`config.mk`:
```
export PLATFORM = sky130hd
export DESIGN_NAME = demux5x16_16_buf_flat
export DESIGN_NICKNAME = d
export VERILOG_FILES = /design/src/rtl/demux5x16_16_buf_if.sv /design/src/rtl/demux5x16_16_buf.sv /design/src/flat_wrapper.sv
export SDC_FILE = /design/constraint.sdc
export NUM_CORES = 1
export LEC_CHECK = 0
export BUFFER_PORTS_ARGS = -buffer_cell sky130_fd_sc_hd__buf_2
export CORE_ASPECT_RATIO = 1.2
export CORE_MARGIN = 5
export CORE_UTILIZATION = 62
export CTS_CLUSTER_DIAMETER = 80
export DETAILED_ROUTE_END_ITERATION = 12
export GPL_TIMING_DRIVEN = 0
export PLACE_DENSITY = 0.87
export SLEW_MARGIN = 20
export SYNTH_ARGS = -nofsm -noshare
export SYNTH_HDL_FRONTEND = slang
export SYNTH_SLANG_ARGS = --single-unit
```
`constraint.sdc`:
```
create_clock -name clk -period 12.91 [get_ports clk]
set_clock_uncertainty 0.15 [all_clocks]
set_input_delay 1.9365 -clock clk [delete_from_list [all_inputs] [get_ports clk]]
set_output_delay 1.9365 -clock clk [all_outputs]
set_load 0.1 [all_outputs]
```
`src/rtl/demux5x16_16_buf_if.sv`:
```
// Producer/consumer bundle for the 1-to-5 buffered word distributor.
interface demux5x16_16_buf_if #(parameter int WIDTH = 16);
  logic [WIDTH-1:0] in_data;
  logic [2:0]       in_sel;
  logic             in_valid;
  logic             in_ready;
  logic [WIDTH-1:0] out_data0;
  logic [WIDTH-1:0] out_data1;
  logic [WIDTH-1:0] out_data2;
  logic [WIDTH-1:0] out_data3;
  logic [WIDTH-1:0] out_data4;
  logic [4:0]       out_valid;
  logic [4:0]       out_ready;
  logic             sel_err;
  logic [7:0]       drop_count;

  modport master (
    output in_data, in_sel, in_valid, out_ready,
    input  in_ready, out_data0, out_data1, out_data2, out_data3, out_data4,
           out_valid, sel_err, drop_count
  );

  modport slave (
    input  in_data, in_sel, in_valid, out_ready,
    output in_ready, out_data0, out_data1, out_data2, out_data3, out_data4,
           out_valid, sel_err, drop_count
  );
endinterface

```
`src/rtl/demux5x16_16_buf.sv`:
```
// Buffered 1-to-5 word distributor: one producer, five FIFO-backed consumers.
// Illegal selects (5..7) are accepted, dropped, flagged and counted.

// Per-port FIFO lane: DEPTH words, wrap-around pointers, occupancy count.
module demux5x16_16_buf_fifo #(
  parameter  int WIDTH = 16,
  parameter  int DEPTH = 2,
  localparam int AW    = $clog2(DEPTH),
  localparam int CW    = $clog2(DEPTH + 1)
) (
  input  logic             clk,
  input  logic             reset,
  input  logic             push,
  input  logic             pop,
  input  logic [WIDTH-1:0] wdata,
  output logic [WIDTH-1:0] rdata,
  output logic [CW-1:0]    cnt
);
  logic [DEPTH-1:0][WIDTH-1:0] mem;
  logic [AW-1:0]               wp, rp;

  // Storage, pointers and count; push+pop together leaves cnt unchanged.
  always_ff @(posedge clk or posedge reset) begin
    if (reset) begin
      mem <= '0;
      wp  <= '0;
      rp  <= '0;
      cnt <= '0;
    end else begin
      if (push) begin
        mem[wp] <= wdata;
        wp      <= wp + AW'(1);
      end
      if (pop) rp <= rp + AW'(1);
      case ({push, pop})
        2'b10:   cnt <= cnt + CW'(1);
        2'b01:   cnt <= cnt - CW'(1);
        default: ;
      endcase
    end
  end

  assign rdata = mem[rp];
endmodule

module demux5x16_16_buf #(
  parameter int WIDTH = 16,
  parameter int DEPTH = 2
) (
  input logic                clk,
  input logic                reset,
  demux5x16_16_buf_if.slave  bus
);
  localparam int NP = 5;
  localparam int CW = $clog2(DEPTH + 1);

  logic [NP-1:0][WIDTH-1:0] rdata;
  logic [NP-1:0][CW-1:0]    cnt;
  logic [NP-1:0]            vld, push, pop;
  logic                     legal, rdy;

  assign legal = (bus.in_sel < 3'd5);

  // Ready from the addressed port only; a full port still accepts when it
  // pops this same cycle. Illegal selects are always accepted (and dropped).
  always_comb begin
    rdy = 1'b1;
    for (int n = 0; n < NP; n++)
      if (legal && bus.in_sel == 3'(n))
        rdy = (cnt[n] < CW'(DEPTH)) || bus.out_ready[n];
  end

  assign bus.in_ready = rdy;

  for (genvar gi = 0; gi < NP; gi++) begin : g_port
    assign vld[gi]  = (cnt[gi] != '0);
    assign pop[gi]  = vld[gi] && bus.out_ready[gi];
    assign push[gi] = bus.in_valid && rdy && legal && (bus.in_sel == 3'(gi));

    demux5x16_16_buf_fifo #(.WIDTH(WIDTH), .DEPTH(DEPTH)) u_fifo (
      .clk   (clk),
      .reset (reset),
      .push  (push[gi]),
      .pop   (pop[gi]),
      .wdata (bus.in_data),
      .rdata (rdata[gi]),
      .cnt   (cnt[gi])
    );
  end

  assign bus.out_valid = vld;
  assign bus.out_data0 = rdata[0];
  assign bus.out_data1 = rdata[1];
  assign bus.out_data2 = rdata[2];
  assign bus.out_data3 = rdata[3];
  assign bus.out_data4 = rdata[4];

  // Drop flag pulses the cycle after an illegal accept; count saturates at 255.
  always_ff @(posedge clk or posedge reset) begin
    if (reset) begin
      bus.sel_err    <= 1'b0;
      bus.drop_count <= '0;
    end else begin
      bus.sel_err <= bus.in_valid && !legal;
      if (bus.in_valid && !legal && bus.drop_count != 8'hFF)
        bus.drop_count <= bus.drop_count + 8'd1;
    end
  end
endmodule

```
`src/flat_wrapper.sv`:
```
// flat-port wrapper written by rule: the top's interface ports become plain ports
module demux5x16_16_buf_flat 
#(
  parameter int WIDTH = 16,
  parameter int DEPTH = 2
)
  (clk, reset, bus_in_data, bus_in_sel, bus_in_valid, bus_out_ready, bus_in_ready, bus_out_data0, bus_out_data1, bus_out_data2, bus_out_data3, bus_out_data4, bus_out_valid, bus_sel_err, bus_drop_count);
  demux5x16_16_buf_if #(.WIDTH(WIDTH)) bus_i ();
  input logic clk;
  input logic reset;
  input wire logic [$bits(bus_i.in_data)-1:0] bus_in_data;
  input wire logic [$bits(bus_i.in_sel)-1:0] bus_in_sel;
  input wire logic [$bits(bus_i.in_valid)-1:0] bus_in_valid;
  input wire logic [$bits(bus_i.out_ready)-1:0] bus_out_ready;
  output wire logic [$bits(bus_i.in_ready)-1:0] bus_in_ready;
  output wire logic [$bits(bus_i.out_data0)-1:0] bus_out_data0;
  output wire logic [$bits(bus_i.out_data1)-1:0] bus_out_data1;
  output wire logic [$bits(bus_i.out_data2)-1:0] bus_out_data2;
  output wire logic [$bits(bus_i.out_data3)-1:0] bus_out_data3;
  output wire logic [$bits(bus_i.out_data4)-1:0] bus_out_data4;
  output wire logic [$bits(bus_i.out_valid)-1:0] bus_out_valid;
  output wire logic [$bits(bus_i.sel_err)-1:0] bus_sel_err;
  output wire logic [$bits(bus_i.drop_count)-1:0] bus_drop_count;
  assign bus_i.in_data = bus_in_data;
  assign bus_i.in_sel = bus_in_sel;
  assign bus_i.in_valid = bus_in_valid;
  assign bus_i.out_ready = bus_out_ready;
  assign bus_in_ready = bus_i.in_ready;
  assign bus_out_data0 = bus_i.out_data0;
  assign bus_out_data1 = bus_i.out_data1;
  assign bus_out_data2 = bus_i.out_data2;
  assign bus_out_data3 = bus_i.out_data3;
  assign bus_out_data4 = bus_i.out_data4;
  assign bus_out_valid = bus_i.out_valid;
  assign bus_sel_err = bus_i.sel_err;
  assign bus_drop_count = bus_i.drop_count;
  demux5x16_16_buf #(.WIDTH(WIDTH), .DEPTH(DEPTH)) u_core (.clk(clk), .reset(reset), .bus(bus_i));
endmodule
```
==> results of run 1 <==
[final cells by class]
| type | count | area (um^2) |
|---|---|---|
| sequential | 189 | 4730 |
| fill | 883 | 3490 |
| multi-input combinational | 339 | 3450 |
| timing repair buffer | 106 | 553 |
| clock buffer | 21 | 470 |
| tap | 168 | 210 |
| buffer | 40 | 186 |
| clock inverter | 11 | 116 |
| inverter | 6 | 30.0 |
[per-layer routing]
metal / vias to the layer above / wire, um / track usage, %
met1: 2518 / 7020 / 28.8
met2: 115 / 8950 / 39.6
met4: 0 / 317 / 8.12
met5: - / 0 / 0
met3: 28 / 769 / 5.01
li1: 2250 / - / -
[final timing paths]
path                                                 from                         endpoint  slack [ns]  cells past startpoint
max in group asynchronous                           reset  u_core.g_port[3].u_fifo.mem[12]       10.28                      3
min                        u_core.g_port[0].u_fifo.cnt[1]   u_core.g_port[0].u_fifo.cnt[1]        0.34                      1
min reg2reg                u_core.g_port[0].u_fifo.cnt[1]   u_core.g_port[0].u_fifo.cnt[1]        0.34                      1
max                                         bus_in_sel[0]                     bus_in_ready        7.68                      5
min in group asynchronous                           reset   u_core.g_port[2].u_fifo.mem[0]        1.40                      2
max reg2reg                u_core.g_port[2].u_fifo.cnt[1]   u_core.g_port[2].u_fifo.mem[4]       10.43                      6
[registers in the layout (all words and copies together) (netlist names)]
signal                    count
u_core.bus.sel_err            1
u_core.g_port.u_fifo.wp       5
u_core.g_port.u_fifo.rp       5
u_core.bus.drop_count         8
u_core.g_port.u_fifo.cnt     10
u_core.g_port.u_fifo.mem    160
[cells in the mapped netlist, drive strengths merged (5+ instances only)]
| library cell | number |
|---|---|
| clkbuf | 14 |
| buf | 26 |
| or2 | 8 |
| inv | 6 |
| xor2 | 16 |
| ha | 6 |
| mux2 | 241 |
| and2 | 5 |
| xnor2 | 16 |
| nor2 | 16 |
| dfrtp | 189 |
[metrics by stage]
stage          setup WS (ns)  utilization, %  instances
2_1_floorplan           5.68               -        574
3_3_place_gp            4.17            68.9        847
3_5_place_dp            7.71            69.2        848
4_1_cts                 7.71            73.6        880
5_1_grt                 7.60            73.6        880
6_report                7.68            73.6        880
[kinds of logic after synthesis]
group	after synthesis	synth area share (%)
AO/OA/AOI/OAI	5	0.477
XOR/XNOR	32	3.34
buffers and inverters	46	2.49
AND/OR/NAND/NOR	55	3.58
flip-flops	189	56.4
multiplexers	241	32.8
adder cells (fa/ha/maj)	6	0.895
[layout by cell type (no fill, tap or decap), drive strengths merged, types with 2 or more instances in the layout]
master / netlist / routed
nand3b: 2 / 2
nand2: 4 / 4
clkbuf: 14 / 35
nor2: 16 / 16
clkinvlp: 0 / 3
ha: 6 / 6
bufinv: 0 / 2
nor3: 3 / 3
clkinv: 0 / 6
xor2: 16 / 16
nor2b: 4 / 4
nand4: 3 / 3
nand2b: 3 / 3
or2: 8 / 8
mux2: 241 / 241
dfrtp: 189 / 189
buf: 26 / 132
xnor2: 16 / 16
inv: 6 / 6
and2: 5 / 5
nand3: 3 / 3
==> flow_metrics.tcl, run 1 <==
set metrics [dict create \
    grt_usage_pct 23.0 \
    die-height_um 137 \
    worst_skew_pair.late_latency_ns 0.43 \
    antenna_cells 0 \
    maxCapViolCount 0 \
    synth_edf_count 0 \
    rsz_0062_raised_after_global_routing "no" \
    report.final.setup_viol 0 \
    placeableCoreArea_um2 13200 \
    timing_worst_slew_pin_value_ns 0.654 \
    critPathKind "input port to output port" \
    cts-htree-levels 4 \
    floorplan_die_area_um2 16000 \
    fmaxAchievable_mhz 191 \
    place.port_buffers 105 \
    cp-end-kind "output port" \
    postSynthNetCount 607 \
    relSlewSlack_pct 56.3 \
    grt_antenna_before_repair 0 \
    timing.critical_path.fanout_max 7 \
    final_area_um2 9740 \
    critical_path.top_delay_family "buffers and inverters" \
    drt_pre_antenna_iters 4 \
    period_needed_ns 5.23 \
    design.final.nets 732 \
    cts-buffers-inserted 17 \
    drc 0 \
    outcome "finished clean" \
    detail_route.wl_per_cell_um 19.4 \
    initial_utilization_pct 63.3 \
    synthCells 574 \
    hold_viol 0 \
    critPathLaunchType "input port" \
    dpl-instance-area_um2 9160 \
    ios 122 \
    totalWireLength_um 17100 \
    critical-path-slowest-cell "sky130_fd_sc_hd__buf_2" \
    grt_first_pass_wirelength_um 28100 \
    post_drt_via_cell_ratio 5.58 \
    chipWidth_um 116 \
    cts_max_path_buffers 2 \
    synthesis.area_um2 8390 \
    detailedPlacementHpwl_um 12200 \
    cts.clk_slew.worst_paths_ns 0.06 \
    clock_sink_count 189 \
    gp_congestion 0.811 \
    synthesis.yosys.warnings 0 \
    total_via_count_after_detailed_routing 4911 \
    postSynth.topFlopCell "sky130_fd_sc_hd__dfrtp_1" \
    ctsHoldBuffers 0 \
    syn_area_per_cell_um2 14.6 \
    netlist_top_cells_area "sky130_fd_sc_hd__dfrtp_1 56%, sky130_fd_sc_hd__mux2_2 31%, sky130_fd_sc_hd__mux2_4 1.8%" \
    layout-drive-gt1-share_pct 56.0 \
    drtAntennaViolNets 0 \
    crit_chain "buf_2 > nor2b_1 > a221oi_1 > o22a_2 > buf_2" \
    post_cts.resized_instances 0 \
    hp-class "flop to flop" \
    whs_ns 0.337 \
    async_reset_ff_share_pct 100 \
    timing.critical_path.slowest_cell_delay_ns 0.41 \
    cp_data_arrival_time_ns 3.15 \
    synthDominantAreaCellType "sky130_fd_sc_hd__dfrtp_1" \
    fp-row-count 46 \
    vias_in_the_first_global_route 5403 \
    drt_first_iter_violations 307 \
    clock_tree_from_tritoncts "done" \
    synth.yosys.seq_area_share_pct 56.4 \
    ys_ff_latch 189 \
    synthDominantCellAreaShare_pct 56.4 \
    grt_max_degree 116 \
    cp.required_ns 10.82 \
    cts.root.buffer_cell "sky130_fd_sc_hd__clkbuf_16" \
    grt_overflow_total 0 \
    timing.final.max_slew_violations 0 \
    post-route-period-util_pct 40.5 \
    timing.critical_path.buf_inv 2 \
    synthDistinctLibCells 35 \
    setup_total_negative_slack_ns 0 \
    post-cts-setup-buffer-count 0 \
    areaGrowthSynthToFinish_pct 16.2 \
    critPathMostFrequentCell "sky130_fd_sc_hd__buf_2" \
]
Power of run 1 is left out: the tool's default activity adds up to more than one toggle a clock period on the data nets, which glitch-free logic cannot reach.
==> inputs of run 2 (changes only) <==
CORE_UTILIZATION = 57   (was 62)
PLACE_DENSITY = 0.81   (was 0.87)
clock period = 5.3 ns   (was 12.91 ns; I/O delays follow)
==> run 2 against run 1 <==
Compared with the run above:
- via count is 0.16% lower
- cell count is 1.1% higher
- register-to-register slack worse by 7.6 ns
- wire length is 0.18% lower
- flip-flop and latch count stayed put
- critical path depth is 1 lower
- sequential share of layout area is 0.062 points lower
- hold slack worse by 0.024 ns
- critical endpoint is now bus_out_data2[4]
==> flow_metrics.tcl, run 2 (synthesis gave the netlist of run 1 again) <==
set metrics [dict create \
    layout_common_cells "231 x sky130_fd_sc_hd__mux2_2, 189 x sky130_fd_sc_hd__dfrtp_1, 111 x sky130_fd_sc_hd__buf_2" \
    worst_skew_pair.late_latency_ns 0.42 \
    reg2reg_setup_slack_ns 2.80 \
    grt_antenna_before_repair 0 \
    drtAntennaViolNets 0 \
    rsz_0062_raised_after_global_routing "no" \
    layout-drive-gt1-share_pct 55.8 \
    antenna_cells 0 \
    grt_max_degree 37 \
    hold_viol 0 \
    ios 122 \
    fmaxAchievable_mhz 295 \
    drt_first_iter_violations 178 \
    fp-row-count 48 \
    cp_data_arrival_time_ns 2.44 \
    timing.final.max_slew_violations 0 \
    cts-htree-levels 4 \
    gr-usage-met1_pct 25.1 \
    globalRouteMet2Util_pct 36.8 \
    fill_cells 1071 \
    design.final.nets 736 \
    setup_total_negative_slack_ns 0 \
    grt_overflow_total 0 \
    regMostFlops "u_core.g_port.u_fifo.mem" \
    outcome "finished clean" \
    detailedPlacementHpwl_um 12500 \
    timing.reg2reg.worst_path_depth 6 \
    critical_path.reg2reg.endpoint "u_core.g_port[2].u_fifo.mem[15]" \
    drc 0 \
    placeableCoreArea_um2 14400 \
    post_cts.resized_instances 0 \
    total_via_count_after_detailed_routing 4903 \
    clock_sink_count 189 \
    cts.clk_slew.worst_paths_ns 0.06 \
    layout.area.seq_um2 4730 \
    cts_max_path_buffers 2 \
    gp_congestion 0.788 \
    cp.required_ns 4.36 \
    post-route-period-util_pct 63.9 \
    grt_first_pass_wirelength_um 28200 \
    largest_registers "u_core.g_port.u_fifo.mem: 160 flops, u_core.g_port.u_fifo.cnt: 10 flops, u_core.bus.drop_count: 8 flops" \
    initial_utilization_pct 58.2 \
    critPathKind "flop to output port" \
    report.final.setup_viol 0 \
    drt_pre_antenna_iters 4 \
    post-cts-setup-buffer-count 0 \
    grt_usage_pct 20.9 \
    detail_route.wl_per_cell_um 19.1 \
    chipWidth_um 121 \
    areaGrowthSynthToFinish_pct 16.3 \
    multi_input_area_um2 3450 \
    global_route.peak_usage_layer "met2" \
    largest_reg_flops 160 \
    timing.critical_path.fanout_max 10 \
    critPathLaunchType "flop" \
    ctsHoldBuffers 0 \
    cts-buffers-inserted 17 \
    relSlewSlack_pct 54.8 \
    layout.cells.most_common "sky130_fd_sc_hd__mux2_2" \
    rr_startpoint "u_core.g_port[2].u_fifo.cnt[1]" \
    cp-end-kind "output port" \
    totalWireLength_um 17000 \
    cts.root.buffer_cell "sky130_fd_sc_hd__clkbuf_16" \
    die-height_um 143 \
    global_route.usage.met3_pct 5.11 \
    period_needed_ns 3.38 \
    post_drt_via_cell_ratio 5.51 \
    clock_tree_from_tritoncts "done" \
    hp-class "input port to async pin" \
    place.port_buffers 105 \
    maxCapViolCount 0 \
    floorplan_die_area_um2 17200 \
    vias_in_the_first_global_route 5526 \
    timing_worst_slew_pin_value_ns 0.678 \
]
-- run 2: per-stage QoR --
step                util (%)  instances  instance area [um^2]  hold slack [ns]  setup WS [ns]
detailed placement      64.1        859                  9230            0.320           2.28
CTS                     67.7        890                  9760            0.317           1.87
global route            67.7        890                  9760            0.340           1.77
finish                  67.7        890                  9760            0.313           1.92
floorplan                  -        574                  8390            0.297           1.92
global placement        63.4        854                  9130            0.315           1.07
-- run 2: layout make-up --
type,instances,share of cell area (%)
sequential,189,48.5
multi-input combinational,339,35.3
timing repair buffer,110,6.41
clock buffer,24,4.94
tap,175,2.24
buffer,40,1.91
clock inverter,7,0.410
inverter,6,0.269
-- run 2: critical path, cell delays in order (launching register included) --
cell	delay, ns
sky130_fd_sc_hd__dfrtp_1	0.32
sky130_fd_sc_hd__clkbuf_1	0.40
sky130_fd_sc_hd__clkbuf_1	0.58
sky130_fd_sc_hd__mux2_2	0.42
sky130_fd_sc_hd__buf_2	0.29
-- run 2: worst max-delay path by stage --
| stage | startpoint | end | slack, ns | depth (start not counted) |
|---|---|---|---|---|
| floorplan | reset | u_core.bus.drop_count[0] | 1.92 | 1 |
| global placement | reset | u_core.g_port[1].u_fifo.cnt[1] | 1.07 | 2 |
| detailed placement | bus_in_sel[2] | u_core.g_port[2].u_fifo.mem[4] | 2.28 | 7 |
| CTS | u_core.g_port[2].u_fifo.rp | bus_out_data2[4] | 1.87 | 4 |
| global route | u_core.g_port[2].u_fifo.rp | bus_out_data2[4] | 1.77 | 4 |
| finish | u_core.g_port[2].u_fifo.rp | bus_out_data2[4] | 1.92 | 4 |
-- run 2: layer usage --
metal | vias to the layer above | routed length [um]
met4 | 0 | 312
met5 | - | 0
li1 | 2245 | -
met1 | 2522 | 6930
met2 | 114 | 8940
met3 | 22 | 834
Power of run 2 is left out for the same reason.
